**config.mk**
```make
export PLATFORM = sky130hd
export DESIGN_NAME = serial_subtractor_flat
export DESIGN_NICKNAME = d
export VERILOG_FILES = /design/src/rtl/serial_subtractor_pkg.sv /design/src/rtl/serial_subtractor_if.sv /design/src/rtl/serial_subtractor_sub_digit.sv /design/src/rtl/serial_subtractor.sv /design/src/flat_wrapper.sv
export SDC_FILE = /design/constraint.sdc
export NUM_CORES = 1
export LEC_CHECK = 0
export BUFFER_PORTS_ARGS = -buffer_cell sky130_fd_sc_hd__buf_4
export CAP_MARGIN = 5
export CORE_ASPECT_RATIO = 0.6
export CORE_UTILIZATION = 55
export CTS_BUF_LIST = sky130_fd_sc_hd__clkbuf_8
export CTS_CLUSTER_DIAMETER = 50
export DETAILED_ROUTE_END_ITERATION = 10
export HOLD_SLACK_MARGIN = 0.05
export PLACE_DENSITY = 0.83
export REMOVE_ABC_BUFFERS = 1
export SLEW_MARGIN = 15
export SYNTH_ARGS = -nofsm -noshare
export SYNTH_HDL_FRONTEND = slang
export SYNTH_SLANG_ARGS = --single-unit
```
**constraint.sdc**
```tcl
create_clock -name clk -period 6.2 [get_ports clk]
set_input_delay 0.31 -clock clk [delete_from_list [all_inputs] [get_ports clk]]
set_output_delay 0.31 -clock clk [all_outputs]
set_load 0.01 [all_outputs]
```
**src/rtl/serial_subtractor_pkg.sv**
```systemverilog
// Shared types for the digit-serial subtractor.
// State encoding and digit-count helper.
package serial_sub_pkg;

  typedef enum logic [1:0] {
    IDLE,
    RUN,
    DONE
  } ss_state_e;

  function automatic int ndig(input int width, input int digit);
    return width / digit;
  endfunction

endpackage

```
**src/rtl/serial_subtractor_if.sv**
```systemverilog
// Operand/result handshake bundle for serial_subtractor.
// zero/ovf exist only when SERIAL_SUB_FLAGS_EN is defined.
interface serial_subtractor_if #(
  parameter int WIDTH = 32
);

  logic             in_valid;
  logic             in_ready;
  logic [WIDTH-1:0] a;
  logic [WIDTH-1:0] b;
  logic             bin;
  logic             out_valid;
  logic             out_ready;
  logic [WIDTH-1:0] diff;
  logic             bout;
`ifdef SERIAL_SUB_FLAGS_EN
  logic             zero;
  logic             ovf;

  modport master (
    output in_valid, a, b, bin, out_ready,
    input  in_ready, out_valid, diff, bout,
    input  zero, ovf
  );

  modport slave (
    input  in_valid, a, b, bin, out_ready,
    output in_ready, out_valid, diff, bout,
    output zero, ovf
  );
`else
  modport master (
    output in_valid, a, b, bin, out_ready,
    input  in_ready, out_valid, diff, bout
  );

  modport slave (
    input  in_valid, a, b, bin, out_ready,
    output in_ready, out_valid, diff, bout
  );
`endif

endinterface

```
**src/rtl/serial_subtractor_sub_digit.sv**
```systemverilog
// One digit of the serial subtractor.
// Combinational ripple-borrow a_d - b_d - bin.
module sub_digit #(
  parameter int DIGIT = 4
) (
  input  logic [DIGIT-1:0] a_d,
  input  logic [DIGIT-1:0] b_d,
  input  logic             bin,
  output logic [DIGIT-1:0] d,
  output logic             bout
);

  logic [DIGIT:0] brw;

  // bit-by-bit ripple borrow through the digit
  always_comb begin
    brw    = '0;
    d      = '0;
    brw[0] = bin;
    for (int i = 0; i < DIGIT; i++) begin
      d[i]     = a_d[i] ^ b_d[i] ^ brw[i];
      brw[i+1] = (~a_d[i] & b_d[i]) |
                 (~(a_d[i] ^ b_d[i]) & brw[i]);
    end
    bout = brw[DIGIT];
  end

endmodule

```
**src/rtl/serial_subtractor.sv**
```systemverilog
// Digit-serial a - b - bin, LSB digit first.
// Define SERIAL_SUB_FLAGS_EN for zero/ovf outputs.
module serial_subtractor
  import serial_sub_pkg::*;
#(
  parameter int WIDTH = 32,
  parameter int DIGIT = 4
) (
  input logic                clk,
  input logic                rst,
  serial_subtractor_if.slave bus
);

  localparam int NDIG = ndig(WIDTH, DIGIT);
  localparam int CW   = (NDIG > 1) ? $clog2(NDIG) : 1;
  localparam logic [CW-1:0] LAST = CW'(NDIG - 1);

  if ((DIGIT < 1) || (DIGIT > WIDTH) ||
      ((WIDTH % DIGIT) != 0)) begin : g_bad_cfg
    $fatal(1, "serial_subtractor: WIDTH must be a multiple of DIGIT");
  end

  ss_state_e        state_q, state_d;
  logic [CW-1:0]    cnt_q, cnt_d;
  logic [WIDTH-1:0] a_q, a_d;
  logic [WIDTH-1:0] b_q, b_d;
  logic             brw_q, brw_d;
  logic [WIDTH-1:0] res_q, res_d;
  logic             bout_q, bout_d;
`ifdef SERIAL_SUB_FLAGS_EN
  logic             am_q, am_d;
  logic             bm_q, bm_d;
  logic             zero_q, zero_d;
  logic             ovf_q, ovf_d;
`endif

  logic [DIGIT-1:0] dig;
  logic             dig_b;
  logic [WIDTH-1:0] res_sh;

  sub_digit #(
    .DIGIT(DIGIT)
  ) u_dig (
    .a_d (a_q[DIGIT-1:0]),
    .b_d (b_q[DIGIT-1:0]),
    .bin (brw_q),
    .d   (dig),
    .bout(dig_b)
  );

  if (DIGIT == WIDTH) begin : g_full
    assign res_sh = dig;
  end else begin : g_part
    assign res_sh = {dig, res_q[WIDTH-1:DIGIT]};
  end

  // next-state, datapath shifts and result capture
  always_comb begin
    state_d = state_q;
    cnt_d   = cnt_q;
    a_d     = a_q;
    b_d     = b_q;
    brw_d   = brw_q;
    res_d   = res_q;
    bout_d  = bout_q;
`ifdef SERIAL_SUB_FLAGS_EN
    am_d    = am_q;
    bm_d    = bm_q;
    zero_d  = zero_q;
    ovf_d   = ovf_q;
`endif
    unique case (state_q)
      IDLE: begin
        if (bus.in_valid) begin
          a_d     = bus.a;
          b_d     = bus.b;
          brw_d   = bus.bin;
          cnt_d   = '0;
          state_d = RUN;
`ifdef SERIAL_SUB_FLAGS_EN
          am_d    = bus.a[WIDTH-1];
          bm_d    = bus.b[WIDTH-1];
`endif
        end
      end
      RUN: begin
        a_d   = a_q >> DIGIT;
        b_d   = b_q >> DIGIT;
        brw_d = dig_b;
        res_d = res_sh;
        cnt_d = cnt_q + CW'(1);
        if (cnt_q == LAST) begin
          state_d = DONE;
          bout_d  = dig_b;
`ifdef SERIAL_SUB_FLAGS_EN
          zero_d  = (res_sh == '0);
          ovf_d   = (am_q != bm_q) &&
                    (res_sh[WIDTH-1] != am_q);
`endif
        end
      end
      DONE: begin
        if (bus.out_ready) begin
          state_d = IDLE;
        end
      end
      default: state_d = IDLE;
    endcase
  end

  // state and datapath registers, synchronous reset
  always_ff @(posedge clk) begin
    if (rst) begin
      state_q <= IDLE;
      cnt_q   <= '0;
      a_q     <= '0;
      b_q     <= '0;
      brw_q   <= 1'b0;
      res_q   <= '0;
      bout_q  <= 1'b0;
`ifdef SERIAL_SUB_FLAGS_EN
      am_q    <= 1'b0;
      bm_q    <= 1'b0;
      zero_q  <= 1'b0;
      ovf_q   <= 1'b0;
`endif
    end else begin
      state_q <= state_d;
      cnt_q   <= cnt_d;
      a_q     <= a_d;
      b_q     <= b_d;
      brw_q   <= brw_d;
      res_q   <= res_d;
      bout_q  <= bout_d;
`ifdef SERIAL_SUB_FLAGS_EN
      am_q    <= am_d;
      bm_q    <= bm_d;
      zero_q  <= zero_d;
      ovf_q   <= ovf_d;
`endif
    end
  end

  assign bus.in_ready  = (state_q == IDLE) && !rst;
  assign bus.out_valid = (state_q == DONE);
  assign bus.diff      = res_q;
  assign bus.bout      = bout_q;
`ifdef SERIAL_SUB_FLAGS_EN
  assign bus.zero      = zero_q;
  assign bus.ovf       = ovf_q;
`endif

endmodule

```
**src/flat_wrapper.sv**
```systemverilog
// flat-port wrapper written by rule: the top's interface ports become plain ports
module serial_subtractor_flat import serial_sub_pkg::*;
#(
  parameter int WIDTH = 32,
  parameter int DIGIT = 4
)
  (clk, rst, bus_in_valid, bus_a, bus_b, bus_bin, bus_out_ready, bus_in_ready, bus_out_valid, bus_diff, bus_bout);
  serial_subtractor_if #(.WIDTH(WIDTH)) bus_i ();
  input logic clk;
  input logic rst;
  input wire logic [$bits(bus_i.in_valid)-1:0] bus_in_valid;
  input wire logic [$bits(bus_i.a)-1:0] bus_a;
  input wire logic [$bits(bus_i.b)-1:0] bus_b;
  input wire logic [$bits(bus_i.bin)-1:0] bus_bin;
  input wire logic [$bits(bus_i.out_ready)-1:0] bus_out_ready;
  output wire logic [$bits(bus_i.in_ready)-1:0] bus_in_ready;
  output wire logic [$bits(bus_i.out_valid)-1:0] bus_out_valid;
  output wire logic [$bits(bus_i.diff)-1:0] bus_diff;
  output wire logic [$bits(bus_i.bout)-1:0] bus_bout;
  assign bus_i.in_valid = bus_in_valid;
  assign bus_i.a = bus_a;
  assign bus_i.b = bus_b;
  assign bus_i.bin = bus_bin;
  assign bus_i.out_ready = bus_out_ready;
  assign bus_in_ready = bus_i.in_ready;
  assign bus_out_valid = bus_i.out_valid;
  assign bus_diff = bus_i.diff;
  assign bus_bout = bus_i.bout;
  serial_subtractor #(.WIDTH(WIDTH), .DIGIT(DIGIT)) u_core (.clk(clk), .rst(rst), .bus(bus_i));
endmodule
```
==> key figures, run 1 <==
Timing
  • RSZ-0062 raised after global routing: false
  • FMAX: 349.5 MHz
  • Slew Limit Fails: 0
  • # setup viols final: 0
  • Hold WS: 0.1618 ns
  • Worst rel slew slack: 0.2609
  • Final min period: 2.861 ns
  • Setup TNS: 0 ns
  • Fin crit share: 0.4614
  • Fin. Hold Viols: 0
  • Worst Max-Slew Pin Slew: 1.109 ns
  • Fin Clk Skew: 0.007510 ns

Yosys
  • Synth cell types: 29
  • Sequential-to-total area share from yosys stat: 0.4882
  • Top-count cell post-synth: dfxtp_1
  • Area share of the largest cell type after synthesis: 0.4882
  • Post-synth top area cell: dfxtp_1
  • Synthesized cell area: 4224 um^2
  • Top post-synthesis cells by count: dfxtp_1 (103), nand2_1 (60), mux2i_1 (55)
  • FF+latch count, synth: 103
  • Yosys warnings: 0
  • Asr flop ratio synth: 0
  • Synth area leaders: dfxtp_1 (49%), mux2i_1 (13%), o2bb2ai_1 (7.3%), o2bb2ai_2 (7.1%), nand2_1 (5.3%)
  • Post-synth top flop: dfxtp_1
  • Post-Syn Instances: 397
  • Syn Area/Cell: 10.64 um^2
  • Post-synth EDFFs: 0

Power
  • Net switching power: 0.0003505 W
  • Power Internal: 0.0009800 W
  • Seq pwr share: 0.557
  • Clk pwr share: 0.311
  • Max VDD drop: 0.0001623 V
  • Power Density: 256.7 nW/um^2
  • Net Sw Frac: 0.2634
  • P_leak: 2.044 nW
  • Gate power share: 0.132

Clocking
  • Cts hold-fix bufs: 0
  • CTS clk-pin slew, worst paths: 0.10 ns
  • CTS tree: yes
  • Clock Sinks: 103
  • Clk root buf: clkbuf_8
  • Post-CTS resize count: 0
  • H-Tree Depth: 3
  • Skew-Pair Late Insertion Delay: 0.36 ns
  • CTS buffer count: 9
  • Post-CTS setup buffer count: 0
  • Worst-case clock buffer depth: 2

Outcome
  • Status: finished clean

Flow run
  • Max cap viols: 0

Route
  • Final ANT Viol Nets: 0
  • Wire length per cell: 15.27 um
  • Initial DRC Count: 158
  • DR vias/cell: 5.393
  • Total number of vias: 3182
  • Number of detailed-route iterations in the first pass: 4
  • DRC: 0
  • Final WL: 9012 um

Cells and area
  • Layout cells sized above 1: 0.3045
  • # nets final: 556
  • Area Growth Syn to Fin: 22.72%
  • Number of inserted diodes: 0

Global route
  • Antenna violations before repair: 0
  • First-pass GRT wire length: 14800 um
  • Total GRT Usage: 0.2361
  • Grt total ovfl: 0
  • Largest net degree at the start of global routing: 70
  • Vias in the first global route: 3100

Floorplan
  • Row count: 24
  • I/O pins: 104
  • Total die area: 8046 um^2
  • Chip width: 115.1 um
  • Starting Density: 0.5741
  • Core Region: 7357 um^2
  • Die Ht: 69.88 um

Place
  • Hpwl dp: 6153 um
  • Port-buffer cells: 103
  • Final RePlAce weighted congestion: 0.7708

Critical path
  • CP Class: flip-flop to flip-flop
  • CP Launch Type: flip-flop
  • Crit path DAT: 3.13 ns
  • Worst Path Required: 6.47 ns
  • CP max FO: 69
  • Crit. End Element: flip-flop

Worst hold path
  • Hold Crit Class: input port to flip-flop
## worst max-delay path, stage by stage, from the launching register on
cell,delay [ns]
dfxtp_4,1.08
nor2_1,0.23
or3_2,0.77
buf_4,0.38
a221oi_2,0.29
## kinds of logic after synthesis
| kind of cell | Yosys count | share of synthesized area |
|---|---|---|
| adders and majority gates | 6 | 0.02488 |
| buffers and inverters | 42 | 0.04858 |
| DFF | 103 | 0.4882 |
| and+or+nand+nor | 83 | 0.08472 |
| AOI/OAI and AO/OA | 107 | 0.2207 |
| muxes | 56 | 0.1330 |
## sequential cells by signal (all words and copies together), names as in the netlist
name	cells
u_core.b_q	32
u_core.bus.bout	1
u_core.bus.diff	32
u_core.a_q	32
u_core.state_q	2
u_core.brw_q	1
u_core.cnt_q	3
## metal layers
metal | wire length (um) | global-route usage | vias to the layer above | share of wire
li1 | - | - | 1589 | -
met1 | 4248 | 0.3277 | 1495 | 0.47
met2 | 4144 | 0.3708 | 92 | 0.46
met3 | 567 | 0.06163 | 6 | 0.063
met4 | 52 | 0.05195 | 0 | 0.0058
met5 | 0 | 0 | - | 0
## metrics by stage
step | total power (W) | util | std cells | worst slack (ns) | cell area (um^2)
floorplan | 0.0008556 | - | 364 | 2.085 | 4053
global placement | 0.0009232 | 0.6777 | 574 | 3.514 | 4986
detailed placement | 0.0009317 | 0.6777 | 574 | 3.365 | 4986
CTS | 0.001341 | 0.7046 | 590 | 3.337 | 5184
global route | 0.001394 | 0.7046 | 590 | 3.159 | 5184
finish | 0.001331 | 0.7046 | 590 | 3.339 | 5184
## layout make-up
| type | instances | area (um^2) |
|---|---|---|
| Clock buffer | 9 | 123.9 |
| Clock inverter | 7 | 73.82 |
| Fill cell | 536 | 2173 |
| Inverter | 9 | 33.78 |
| Multi-Input combinational cell | 252 | 1961 |
| Sequential cell | 103 | 2066 |
| Tap cell | 104 | 130.1 |
| Timing Repair Buffer | 106 | 795.8 |
## path summary, 6_finish.rpt
path,from,to,slack [ns],cells past startpoint
worst max-delay path,u_core.state_q[0],u_core.b_q[0],3.34,4
worst min-delay path,bus_b[28],u_core.b_q[28],0.16,2
worst max register to register,u_core.state_q[0],u_core.b_q[0],3.34,4
worst min register to register,u_core.bus.diff[0],u_core.bus.diff[0],0.47,2
## placed cells by master, fill, tap and decap left out, drive strengths merged, types with 3 or more instances in the layout
cell and count:
buf 106, dfxtp 103, nand2 60, mux2i 55
o2bb2ai 55, a21oi 34, inv 11, clkbuf 9
nor2 7, a22o 7, nand2b 5, fa 4
a211oi 3, nand3b 3, o21ai 3, clkinv 3
nor2b 3
## power groups by stage
stage,Combinational [W],Clock (W),Sequential (W)
floorplan,0.000108,0,0.000748
global placement,0.000170,0,0.000754
detailed placement,0.000176,0,0.000756
CTS,0.000177,0.000423,0.000741
global route,0.000192,0.000454,0.000747
finish,0.000175,0.000414,0.000741
(Power assumes the default switching activity.)
==> inputs of run 2 (changes only) <==
--- a/config.mk
+++ b/config.mk
@@ -5,6 +5,7 @@
 export SDC_FILE = /design/constraint.sdc
 export NUM_CORES = 1
 export LEC_CHECK = 0
+export ABC_AREA = 1
 export BUFFER_PORTS_ARGS = -buffer_cell sky130_fd_sc_hd__buf_4
 export CAP_MARGIN = 5
 export CORE_ASPECT_RATIO = 0.6
@@ -13,7 +14,7 @@
 export CTS_CLUSTER_DIAMETER = 50
 export DETAILED_ROUTE_END_ITERATION = 10
 export HOLD_SLACK_MARGIN = 0.05
-export PLACE_DENSITY = 0.83
+export PLACE_DENSITY = 0.81
 export REMOVE_ABC_BUFFERS = 1
 export SLEW_MARGIN = 15
 export SYNTH_ARGS = -nofsm -noshare
==> constraint.sdc (replaced) <==
create_clock -name clk -period 2.7 [get_ports clk]
set_input_delay 0.135 -clock clk [delete_from_list [all_inputs] [get_ports clk]]
set_output_delay 0.135 -clock clk [all_outputs]
set_load 0.01 [all_outputs]
==> run 2 against run 1 <==
  * Critical path depth is 5 higher
  * Via count is 48% higher
  * Worst hold slack worse by 0.046 ns
  * Clock-buffer cell count is 2 higher
  * Setup slack worse by 2.9 ns
  * Die area is 15% higher
  * Combinational power grew to 3.9 times the previous value
  * Non-clock buffer count is 12 higher
  * Clock skew is 0.0021 ns higher
  * Cell count is 53% higher
  * Register-to-register slack worse by 2.9 ns
  * Sequential power is 130% higher
  * Largest power group unchanged
==> key figures, run 2 <==
Yosys
  • Post-synthesis xor/xnor area fraction: 0
  • Post-Synth Adder-Cell Area: 0.02149
  • Top-count cell post-synth: nand3_1
  • Syn Area/Cell: 6.831 um^2
  • Post-synthesis mux area share: 0
  • Post-synth top area cell: dfxtp_1
  • Sequential-to-total area share from yosys stat: 0.4216
  • Post-Syn Instances: 716
  • Synthesized cell area: 4891 um^2
  • Post-synth EDFFs: 0
  • Post-synth top flop: dfxtp_1
  • Post-synthesis compound-gate area fraction: 0.1080
  • Asr flop ratio synth: 0
  • Top post-synthesis cells by count: nand3_1 (179), inv_1 (122), dfxtp_1 (103)
  • Synth area leaders: dfxtp_1 (42%), nand3_1 (18%), inv_1 (9.4%), a21oi_1 (7.1%), nand2_1 (5.4%)
  • Post-Synth Simple-Gate Area: 0.2952
  • Synth cell types: 20
  • Area share of the largest cell type after synthesis: 0.4216
  • Largest family of logic cells by synthesized area: simple AND/OR/NAND/NOR gates
  • Yosys warnings: 0
  • FF+latch count, synth: 103

Power
  • Clk pwr share: 0.288
  • Max VDD drop: 0.0003036 V
  • Net Sw Frac: 0.2870
  • Power Internal: 0.002424 W
  • Net switching power: 0.0009757 W
  • Seq pwr share: 0.510
  • P_leak: 2.800 nW
  • Gate power share: 0.202
  • Power Density: 578.2 nW/um^2

Clocking
  • Clk root buf: clkbuf_8
  • Clock Sinks: 103
  • CTS tree: yes
  • Worst-case clock buffer depth: 2
  • H-Tree Depth: 3
  • Skew-Pair Late Insertion Delay: 0.37 ns
  • CTS clk-pin slew, worst paths: 0.09 ns
  • CTS buffer count: 9

Floorplan
  • Core Region: 8556 um^2
  • Row count: 26
  • Chip width: 123.7 um
  • Starting Density: 0.5717
  • Total die area: 9286 um^2
  • I/O pins: 104
  • Die Ht: 75.05 um

Critical path
  • R2R cell count: 9
  • CP max stage delay: 0.45 ns
  • Worst Path Required: 2.98 ns
  • CP max FO: 2
  • CP Launch Type: flip-flop
  • CP Class: flip-flop to flip-flop
  • Crit path DAT: 2.55 ns
  • Crit path top cell by count: fa_1
  • Crit. End Element: flip-flop
  • Flop-to-flop setup slack: 0.43 ns
  • Worst-path cell chain: inv_1 > fa_1 > inv_1 > fa_1 > fa_1 > inv_1 > fa_1 > o21ai_1 > nor2_1
  • Slowest CP cell: fa_1

Route
  • DR vias/cell: 5.191
  • Final WL: 11810 um
  • Number of detailed-route iterations in the first pass: 5
  • Initial DRC Count: 542
  • DRC: 0
  • Total number of vias: 4698
  • Wire length per cell: 13.05 um
  • Final ANT Viol Nets: 0

Timing
  • Worst rel slew slack: 0.5091
  • # setup viols final: 0
  • Fin. Hold Viols: 0
  • Setup TNS: 0 ns
  • Final min period: 2.273 ns
  • Worst Max-Slew Pin Slew: 0.7338 ns
  • Fin Clk Skew: 0.009602 ns
  • Post-route setup slack: 0.4268 ns
  • FMAX: 439.9 MHz
  • RSZ-0062 raised after global routing: false
  • Slew Limit Fails: 0
  • Fin crit share: 0.8419

Cells and area
  • # nets final: 864
  • Fillers: 734
  • Final instance area: 5881 um^2
  • Commonest non-fill, non-tap cell in the layout: nand3_1
  • Layout cells sized above 1: 0.1652
  • Most frequent cells in the layout: nand3_1 (179), inv_1 (123), buf_4 (107)
  • Multi-input gate area: 2077 um^2
  • Util after Layout: 0.6873
  • Area Growth Syn to Fin: 20.24%
  • Register area: 2063 um^2
  • Number of inserted diodes: 0

Global route
  • Largest net degree at the start of global routing: 153
  • Vias in the first global route: 3959
  • First-pass GRT wire length: 18470 um
  • Grt total ovfl: 0
  • Total GRT Usage: 0.2571
  • Antenna violations before repair: 0

Worst hold path
  • Hold Crit Class: input port to flip-flop
  • Hold path cells: 5

Place
  • Hpwl dp: 7188 um
  • Place WS: 0.4404 ns
  • Final RePlAce weighted congestion: 0.7874
  • Port-buffer cells: 103
  • Post-DP Area: 5593 um^2

Outcome
  • Status: finished clean

Flow run
  • Max cap viols: 0
-- run 2: cell types whose count changed after synthesis, sizes merged, moves of 7 or more --
cell / previous run / this run
nand3: 0 / 179
inv: 9 / 125
nor2: 7 / 68
mux2i: 55 / 0
o2bb2ai: 55 / 0
a21oi: 34 / 69
o21ai: 3 / 35
buf: 23 / 41
nand2: 60 / 74
a22o: 7 / 0
-- run 2: repair_timing --
action,4_1_cts,5_1_grt
setup buffers,0,0
resized for setup,0,0
hold buffers,9,0
endpoints found under the hold margin,9,0
-- run 2: final cells by class --
cell class / instances / area share
clock buffers: 11 / 0.02574
clock inverters: 4 / 0.007872
inverters: 125 / 0.07979
multi-input cells: 432 / 0.3532
flip-flops and latches: 103 / 0.3509
well taps: 112 / 0.02383
repair buffers: 118 / 0.1587
-- run 2: cells by family after synthesis --
group                      Yosys count
adders and majority gates            6
DFF                                103
AOI/OAI and AO/OA                  105
buffers and inverters              181
and+or+nand+nor                    321
-- run 2: through the flow --
stage	total power, W	instances	hold WS [ns]
floorplan	0.002156	660	0.2041
global placement	0.002411	881	0.3866
CTS	0.003410	905	0.1026
detailed placement	0.002439	881	0.4054
global route	0.003589	905	0.1184
finish	0.003400	905	0.1162
-- run 2: power by group through the flow --
stage               combinational (W)  sequential, W  clock, W
finish                       0.000687        0.00173  0.000979
global route                 0.000780        0.00175   0.00106
CTS                          0.000686        0.00173  0.000992
detailed placement           0.000673        0.00177         0
global placement             0.000653        0.00176         0
floorplan                    0.000380        0.00178         0
-- run 2: worst max-delay path, delay by kind of cell, from the launching register on --
kind	cells	cell delay (ns)
compound gates	1	0.16
flops	1	0.32
buf+inv	3	0.21
fa+ha+maj	4	1.43
simple gates	1	0.05
-- run 2: worst paths after layout --
kind                   start                   to
min reg2reg  u_core.bus.bout      u_core.bus.bout
min                bus_b[24]       u_core.b_q[24]
max reg2reg     u_core.brw_q  u_core.bus.diff[31]
max             u_core.brw_q  u_core.bus.diff[31]
-- run 2: per-layer routing --
layer  vias to the layer above  track usage  wire [um]  share of wire
met5                         -            0          0              0
met4                         0      0.07631         94         0.0080
met3                         7      0.06667        759          0.064
met2                       168       0.4056       5456           0.46
met1                      2111       0.3492       5498           0.47
li1                       2412            -          -              -
